--- src/rtl/noc_ingress_buffer_if.sv ---
// Handshake bundle between a packet source, the ingress buffer and the switch input.
// Signals:
//   in_pkt, in_valid, in_ready          source -> buffer packet channel
//   out_pkt, out_dest_oh, out_valid,
//   out_ready                           buffer -> switch channel with one-hot route
// Modports:
//   slave  - the ingress buffer
//   master - the environment (source and switch side)
interface noc_ingress_buffer_if #(
  parameter int unsigned PKT_WIDTH = 64,
  parameter int unsigned N_PORTS   = 4
) ();
  logic [PKT_WIDTH-1:0] in_pkt;
  logic                 in_valid;
  logic                 in_ready;
  logic [PKT_WIDTH-1:0] out_pkt;
  logic [N_PORTS-1:0]   out_dest_oh;
  logic                 out_valid;
  logic                 out_ready;

  modport slave (
    input  in_pkt, in_valid, out_ready,
    output in_ready, out_pkt, out_dest_oh, out_valid
  );

  modport master (
    output in_pkt, in_valid, out_ready,
    input  in_ready, out_pkt, out_dest_oh, out_valid
  );
endinterface

--- src/rtl/noc_ingress_buffer.sv ---
// Per-port NoC ingress buffer: FIFO of incoming packets, destination decode to a
// one-hot routing request, drop of packets with an illegal destination, and a
// congestion flag driven by occupancy against a high watermark.
// Ports:
//   clk, rst_n   fabric clock, asynchronous active-low reset
//   flush        synchronous discard of all stored packets
//   bus          noc_ingress_buffer_if.slave (input and output handshakes)
//   congested    occupancy >= HI_WM
//   occupancy    stored-entry count
//   pkt_in_cnt   packets stored, pkt_out_cnt packets delivered, drop_cnt packets dropped
// Optional feature: define ING_TELEMETRY_EN to build the saturating event counters;
// otherwise the counter ports read 0 and no counter flops exist.
module noc_ingress_buffer #(
  parameter int unsigned N_PORTS   = 4,
  parameter int unsigned PKT_WIDTH = 64,
  parameter int unsigned DEPTH     = 8,
  parameter int unsigned DEST_LSB  = 56,
  parameter int unsigned DEST_W    = 4,
  parameter int unsigned HI_WM     = 6
) (
  input  logic                     clk,
  input  logic                     rst_n,
  input  logic                     flush,
  noc_ingress_buffer_if.slave      bus,
  output logic                     congested,
  output logic [$clog2(DEPTH):0]   occupancy,
  output logic [31:0]              pkt_in_cnt,
  output logic [31:0]              pkt_out_cnt,
  output logic [31:0]              drop_cnt
);

  localparam int unsigned AW = $clog2(DEPTH);
  localparam int unsigned CW = AW + 1;

  logic [PKT_WIDTH-1:0] mem      [DEPTH];
  logic [N_PORTS-1:0]   dest_mem [DEPTH];

  logic [AW-1:0]        wr_ptr;
  logic [AW-1:0]        rd_ptr;
  logic [CW-1:0]        count;

  logic [DEST_W-1:0]    dest;
  logic                 dest_legal;
  logic [N_PORTS-1:0]   dest_oh;
  logic                 in_hs;
  logic                 push;
  logic                 pop;
  logic                 drop;

  // in_ready and out_valid come only from the registered count, so out_ready
  // never reaches in_ready combinationally.
  assign bus.in_ready  = (count != CW'(DEPTH));
  assign bus.out_valid = (count != '0);
  assign occupancy     = count;
  assign congested     = (count >= CW'(HI_WM));

  // Storage is not reset; the head is masked so the outputs read 0 while empty.
  assign bus.out_pkt     = bus.out_valid ? mem[rd_ptr]      : '0;
  assign bus.out_dest_oh = bus.out_valid ? dest_mem[rd_ptr] : '0;

  assign dest       = bus.in_pkt[DEST_LSB +: DEST_W];
  assign dest_legal = (32'(dest) < N_PORTS);

  always_comb begin
    dest_oh = '0;
    for (int unsigned i = 0; i < N_PORTS; i++) begin
      dest_oh[i] = (dest == DEST_W'(i));
    end
  end

  // Flush overrides both sides: a same-cycle push is discarded and a same-cycle
  // pop is not treated as a delivery.
  assign in_hs = bus.in_valid && bus.in_ready;
  assign push  = in_hs && dest_legal && !flush;
  assign drop  = in_hs && !dest_legal && !flush;
  assign pop   = bus.out_valid && bus.out_ready && !flush;

  always_ff @(posedge clk) begin
    if (push) begin
      mem[wr_ptr]      <= bus.in_pkt;
      dest_mem[wr_ptr] <= dest_oh;
    end
  end

  always_ff @(posedge clk or negedge rst_n) begin
    if (!rst_n) begin
      wr_ptr <= '0;
      rd_ptr <= '0;
      count  <= '0;
    end else if (flush) begin
      wr_ptr <= '0;
      rd_ptr <= '0;
      count  <= '0;
    end else begin
      if (push) wr_ptr <= wr_ptr + 1'b1;
      if (pop)  rd_ptr <= rd_ptr + 1'b1;
      case ({push, pop})
        2'b10:   count <= count + 1'b1;
        2'b01:   count <= count - 1'b1;
        default: count <= count;
      endcase
    end
  end

`ifdef ING_TELEMETRY_EN
  logic [31:0] in_cnt_q;
  logic [31:0] out_cnt_q;
  logic [31:0] drop_cnt_q;

  always_ff @(posedge clk or negedge rst_n) begin
    if (!rst_n) begin
      in_cnt_q   <= '0;
      out_cnt_q  <= '0;
      drop_cnt_q <= '0;
    end else begin
      if (push && (in_cnt_q != '1))   in_cnt_q   <= in_cnt_q + 1'b1;
      if (pop  && (out_cnt_q != '1))  out_cnt_q  <= out_cnt_q + 1'b1;
      if (drop && (drop_cnt_q != '1)) drop_cnt_q <= drop_cnt_q + 1'b1;
    end
  end

  assign pkt_in_cnt  = in_cnt_q;
  assign pkt_out_cnt = out_cnt_q;
  assign drop_cnt    = drop_cnt_q;
`else
  // Illegal-destination packets are still consumed and discarded; only the
  // bookkeeping is absent.
  logic unused_drop;
  assign unused_drop = drop;
  assign pkt_in_cnt  = '0;
  assign pkt_out_cnt = '0;
  assign drop_cnt    = '0;
`endif

endmodule
--- src/flat_wrapper.sv ---
// flat-port wrapper written by rule: the top's interface ports become plain ports
module noc_ingress_buffer_flat 
#(
  parameter int unsigned N_PORTS   = 4,
  parameter int unsigned PKT_WIDTH = 64,
  parameter int unsigned DEPTH     = 8,
  parameter int unsigned DEST_LSB  = 56,
  parameter int unsigned DEST_W    = 4,
  parameter int unsigned HI_WM     = 6
)
  (clk, rst_n, flush, congested, occupancy, pkt_in_cnt, pkt_out_cnt, drop_cnt, bus_in_pkt, bus_in_valid, bus_out_ready, bus_in_ready, bus_out_pkt, bus_out_dest_oh, bus_out_valid);
  noc_ingress_buffer_if #(.PKT_WIDTH(PKT_WIDTH), .N_PORTS(N_PORTS)) bus_i ();
  input  logic clk;
  input  logic rst_n;
  input  logic flush;
  output logic congested;
  output logic [$clog2(DEPTH):0] occupancy;
  output logic [31:0] pkt_in_cnt;
  output logic [31:0] pkt_out_cnt;
  output logic [31:0] drop_cnt;
  input wire logic [$bits(bus_i.in_pkt)-1:0] bus_in_pkt;
  input wire logic [$bits(bus_i.in_valid)-1:0] bus_in_valid;
  input wire logic [$bits(bus_i.out_ready)-1:0] bus_out_ready;
  output wire logic [$bits(bus_i.in_ready)-1:0] bus_in_ready;
  output wire logic [$bits(bus_i.out_pkt)-1:0] bus_out_pkt;
  output wire logic [$bits(bus_i.out_dest_oh)-1:0] bus_out_dest_oh;
  output wire logic [$bits(bus_i.out_valid)-1:0] bus_out_valid;
  assign bus_i.in_pkt = bus_in_pkt;
  assign bus_i.in_valid = bus_in_valid;
  assign bus_i.out_ready = bus_out_ready;
  assign bus_in_ready = bus_i.in_ready;
  assign bus_out_pkt = bus_i.out_pkt;
  assign bus_out_dest_oh = bus_i.out_dest_oh;
  assign bus_out_valid = bus_i.out_valid;
  noc_ingress_buffer #(.N_PORTS(N_PORTS), .PKT_WIDTH(PKT_WIDTH), .DEPTH(DEPTH), .DEST_LSB(DEST_LSB), .DEST_W(DEST_W), .HI_WM(HI_WM)) u_core (.clk(clk), .rst_n(rst_n), .flush(flush), .bus(bus_i), .congested(congested), .occupancy(occupancy), .pkt_in_cnt(pkt_in_cnt), .pkt_out_cnt(pkt_out_cnt), .drop_cnt(drop_cnt));
endmodule
--- config.mk ---
export PLATFORM = sky130hd
export DESIGN_NAME = noc_ingress_buffer_flat
export DESIGN_NICKNAME = d
export VERILOG_FILES = /design/src/rtl/noc_ingress_buffer_if.sv /design/src/rtl/noc_ingress_buffer.sv /design/src/flat_wrapper.sv
export SDC_FILE = /design/constraint.sdc
export NUM_CORES = 1
export LEC_CHECK = 0
export CAP_MARGIN = 25
export CORE_UTILIZATION = 50
export DETAILED_ROUTE_END_ITERATION = 10
export MAX_ROUTING_LAYER = met4
export PLACE_DENSITY = 0.72
export SYNTH_ARGS = -nofsm -noshare
export SYNTH_HDL_FRONTEND = slang
export SYNTH_SLANG_ARGS = --single-unit
--- constraint.sdc ---
create_clock -name clk -period 24.5 [get_ports clk]
set_clock_uncertainty 0.2 [all_clocks]
set_input_delay 4.9 -clock clk [delete_from_list [all_inputs] [get_ports clk]]
set_output_delay 4.9 -clock clk [all_outputs]
set_load 0.05 [all_outputs]
==> summary.txt <==
Skew-Pair Late Insertion Delay - 0.58 ns
Comb pwr share - 0.298
postcts setup bufs - 0
Max Clk Rate - 0.112 GHz
Initial Utilization - 0.509
gr usage total - 0.199
Final setup viols - 0
Synth area leader - edfxtp_1
startpoint class of the critical path - flop
number of I/O port buffers - 143
Worst EP required - 19.40 ns
slowest stage delay, CP - 0.77 ns
TritonCTS clock tree - yes
first-pass GRT wire length - 63.0 mm
Synth Warn # - 0
post-layout min period - 8.94 ns
number of global-route vias before repair - 10391
Clk pin slew, worst setup/hold paths - 0.06 ns
number of placement rows - 76
Area contributors post-synth - edfxtp_1 74%, mux4_2 14%, buf_4 3.3%
RSZ-0062 raised after global routing - false
Max clock buf depth - 3
Final Slew Violations - 0
Die ar. - 44900 µm²
# hold bufs at CTS - 0
EDFF count, synth - 544
drt total wl - 41.6 mm
Synth Flop Type - edfxtp_1
post-DP HPWL - 21.2 mm
Yosys top cell area share - 0.742
Placed Instance Area - 23800 µm²
Residual DRC - 0
Cell Area, Synth - 22000 µm²
register area share after synthesis - 0.753
Peak VDD IR - 0.000155 V
vias per cell - 5.42
NumNets Final - 1285
via count - 9960
Final Worst Setup Slack - 15.56 ns
post-route cell area - 25500 µm²
pin count of the biggest net entering global routing - 121
core area - 43300 µm²
Cell Count, Final, Fillers Out - 1838
Net Sw Power - 837 µW
fraction of registers with async set/reset - 0.0181
outcome - complete, no violations
maxcap violations - 0
share of power burned in registers - 0.404
PostCTS Resize Cnt - 0
Routed WL per cell - 22.6 µm
sw frac - 0.317
die height - 212 µm
synth unique cells - 38
initial antenna violation count - 2
Num CTS Buffers - 54
root buffer cell - clkbuf_16
H-tree Lvls - 2
WS Path Type - flop to output pin
syn_area_per_cell - 21.1 µm²
Int Pwr - 1.81 mW
area added between synthesis and finish - 16.1%
Sink Count - 554
Critical Path Slowest Stage Cell - buf_12
Placed Cells - 1739
ordered cell list for the critical path - buf_12, mux4_2, mux2i_1, nor2_1, clkdlybuf4s50_1
Pwr per Cell Area - 103 nW/µm²
top cells by count, synth - 544 x edfxtp_1, 136 x mux4_2, 96 x buf_4
dominant cell by count in the synthesized netlist - edfxtp_1
setup tns final - 0 ns
Syn Inst Count - 1043
Final Hold Vio Count - 0
Leakage Power - 7.96 nW
dpl ws - 15.60 ns
critical path arrival - 3.84 ns
Yosys reg bits - 554
Iter 0 DRT Violations - 652
Die Span X - 212 µm
drt pass-1 iters - 4
crit share post-route - 0.365
slew margin rel. - 0.315
Clock Power Share - 0.298
num ports - 240
GRT overflow - 0
routability cong. - 0.803
CP endpoint kind - output pin
worst slew pin tran - 1.03 ns
Hold WC Path Type - flop to flop
post-route ant nets - 0
layout cells sized above 1 - 0.195
Critical Path Fanout Max - 120
registers in the layout, summed over array words and instances (netlist names):
signal and count:
u_core.occupancy 4, u_core.wr_ptr 3, u_core.dest_mem 32, u_core.mem 512, u_core.rd_ptr 3
layer usage:
layer | track usage | wire, µm | up-vias
li1 | - | - | 4375
met1 | 0.259 | 17600 | 5212
met2 | 0.326 | 21200 | 319
met3 | 0.0326 | 2130 | 54
met4 | 0.0580 | 703 | 0
met5 | - | 0 | -
critical path, delay by kind of cell, from the launching register on:
family | cells | cell delay (ns)
multiplexers | 2 | 0.87
flip-flops | 1 | 0.69
AND/OR/NAND/NOR | 1 | 0.07
buffers and inverters | 2 | 1.51
path summary, 6_finish.rpt:
path                                                  from                               to  slack, ns  depth (start not counted)
max reg2reg                u_core.occupancy[1]$_DFFE_PN0P_  u_core.occupancy[3]$_DFFE_PN0P_      20.85                         10
min reg2reg                   u_core.wr_ptr[1]$_DFFE_PN0P_     u_core.wr_ptr[1]$_DFFE_PN0P_       0.47                          2
min in group asynchronous                            rst_n     u_core.rd_ptr[2]$_DFFE_PN0P_       4.48                          1
min                           u_core.wr_ptr[1]$_DFFE_PN0P_     u_core.wr_ptr[1]$_DFFE_PN0P_       0.47                          2
max in group asynchronous                            rst_n     u_core.rd_ptr[1]$_DFFE_PN0P_      19.21                          1
max                           u_core.rd_ptr[0]$_DFFE_PN0P_                  bus_out_pkt[50]      15.56                          5
logic make-up after synthesis:
family | synth area share
and+or+nand+nor | 0.0238
muxes | 0.171
DFF | 0.753
buffers and inverters | 0.0429
adders and majority gates | 0.00227
other | 0.000170
xor gates and xnor gates | 0.00318
AOI/OAI and AO/OA | 0.00284
power groups by stage:
stage	Sequential [mW]	Combinational [mW]	Clock (mW)
finish	1.07	0.788	0.788
global placement	1.09	0.798	0
floorplan	1.08	0.591	0
CTS	1.07	0.802	0.807
detailed placement	1.09	0.799	0
global route	1.07	0.835	0.842
cells in the final DEF, fill, tap and decap left out, drive strengths merged, types with 3 or more instances in the layout:
master,count
buf,20
nand3,3
ha,4
xor2,5
mux2i,71
clkinv,19
clkbuf,70
mux4,136
bufinv,4
edfxtp,544
nand2,11
nor4,3
dfrtp,10
clkdlybuf4s50,143
nor3,4
conb,96
nor2,83
xnor2,3
metrics by stage:
step	utilization	power [mW]	hold slack [ns]
2_1_floorplan	-	1.67	0.378
3_3_place_gp	0.550	1.89	0.444
3_5_place_dp	0.550	1.89	0.459
4_1_cts	0.589	2.68	0.473
5_1_grt	0.590	2.75	0.526
6_report	0.590	2.64	0.474
final cells by class:
type	count	area, µm²
Fill cell	3132	17700
Sequential cell	554	16600
Multi-Input combinational cell	438	4890
Timing Repair Buffer	163	1630
Clock buffer	70	1480
Tap cell	585	732
Clock inverter	25	214
Antenna cell	2	5.00
Inverter	1	3.75
Power figures use the tool's default switching activity.
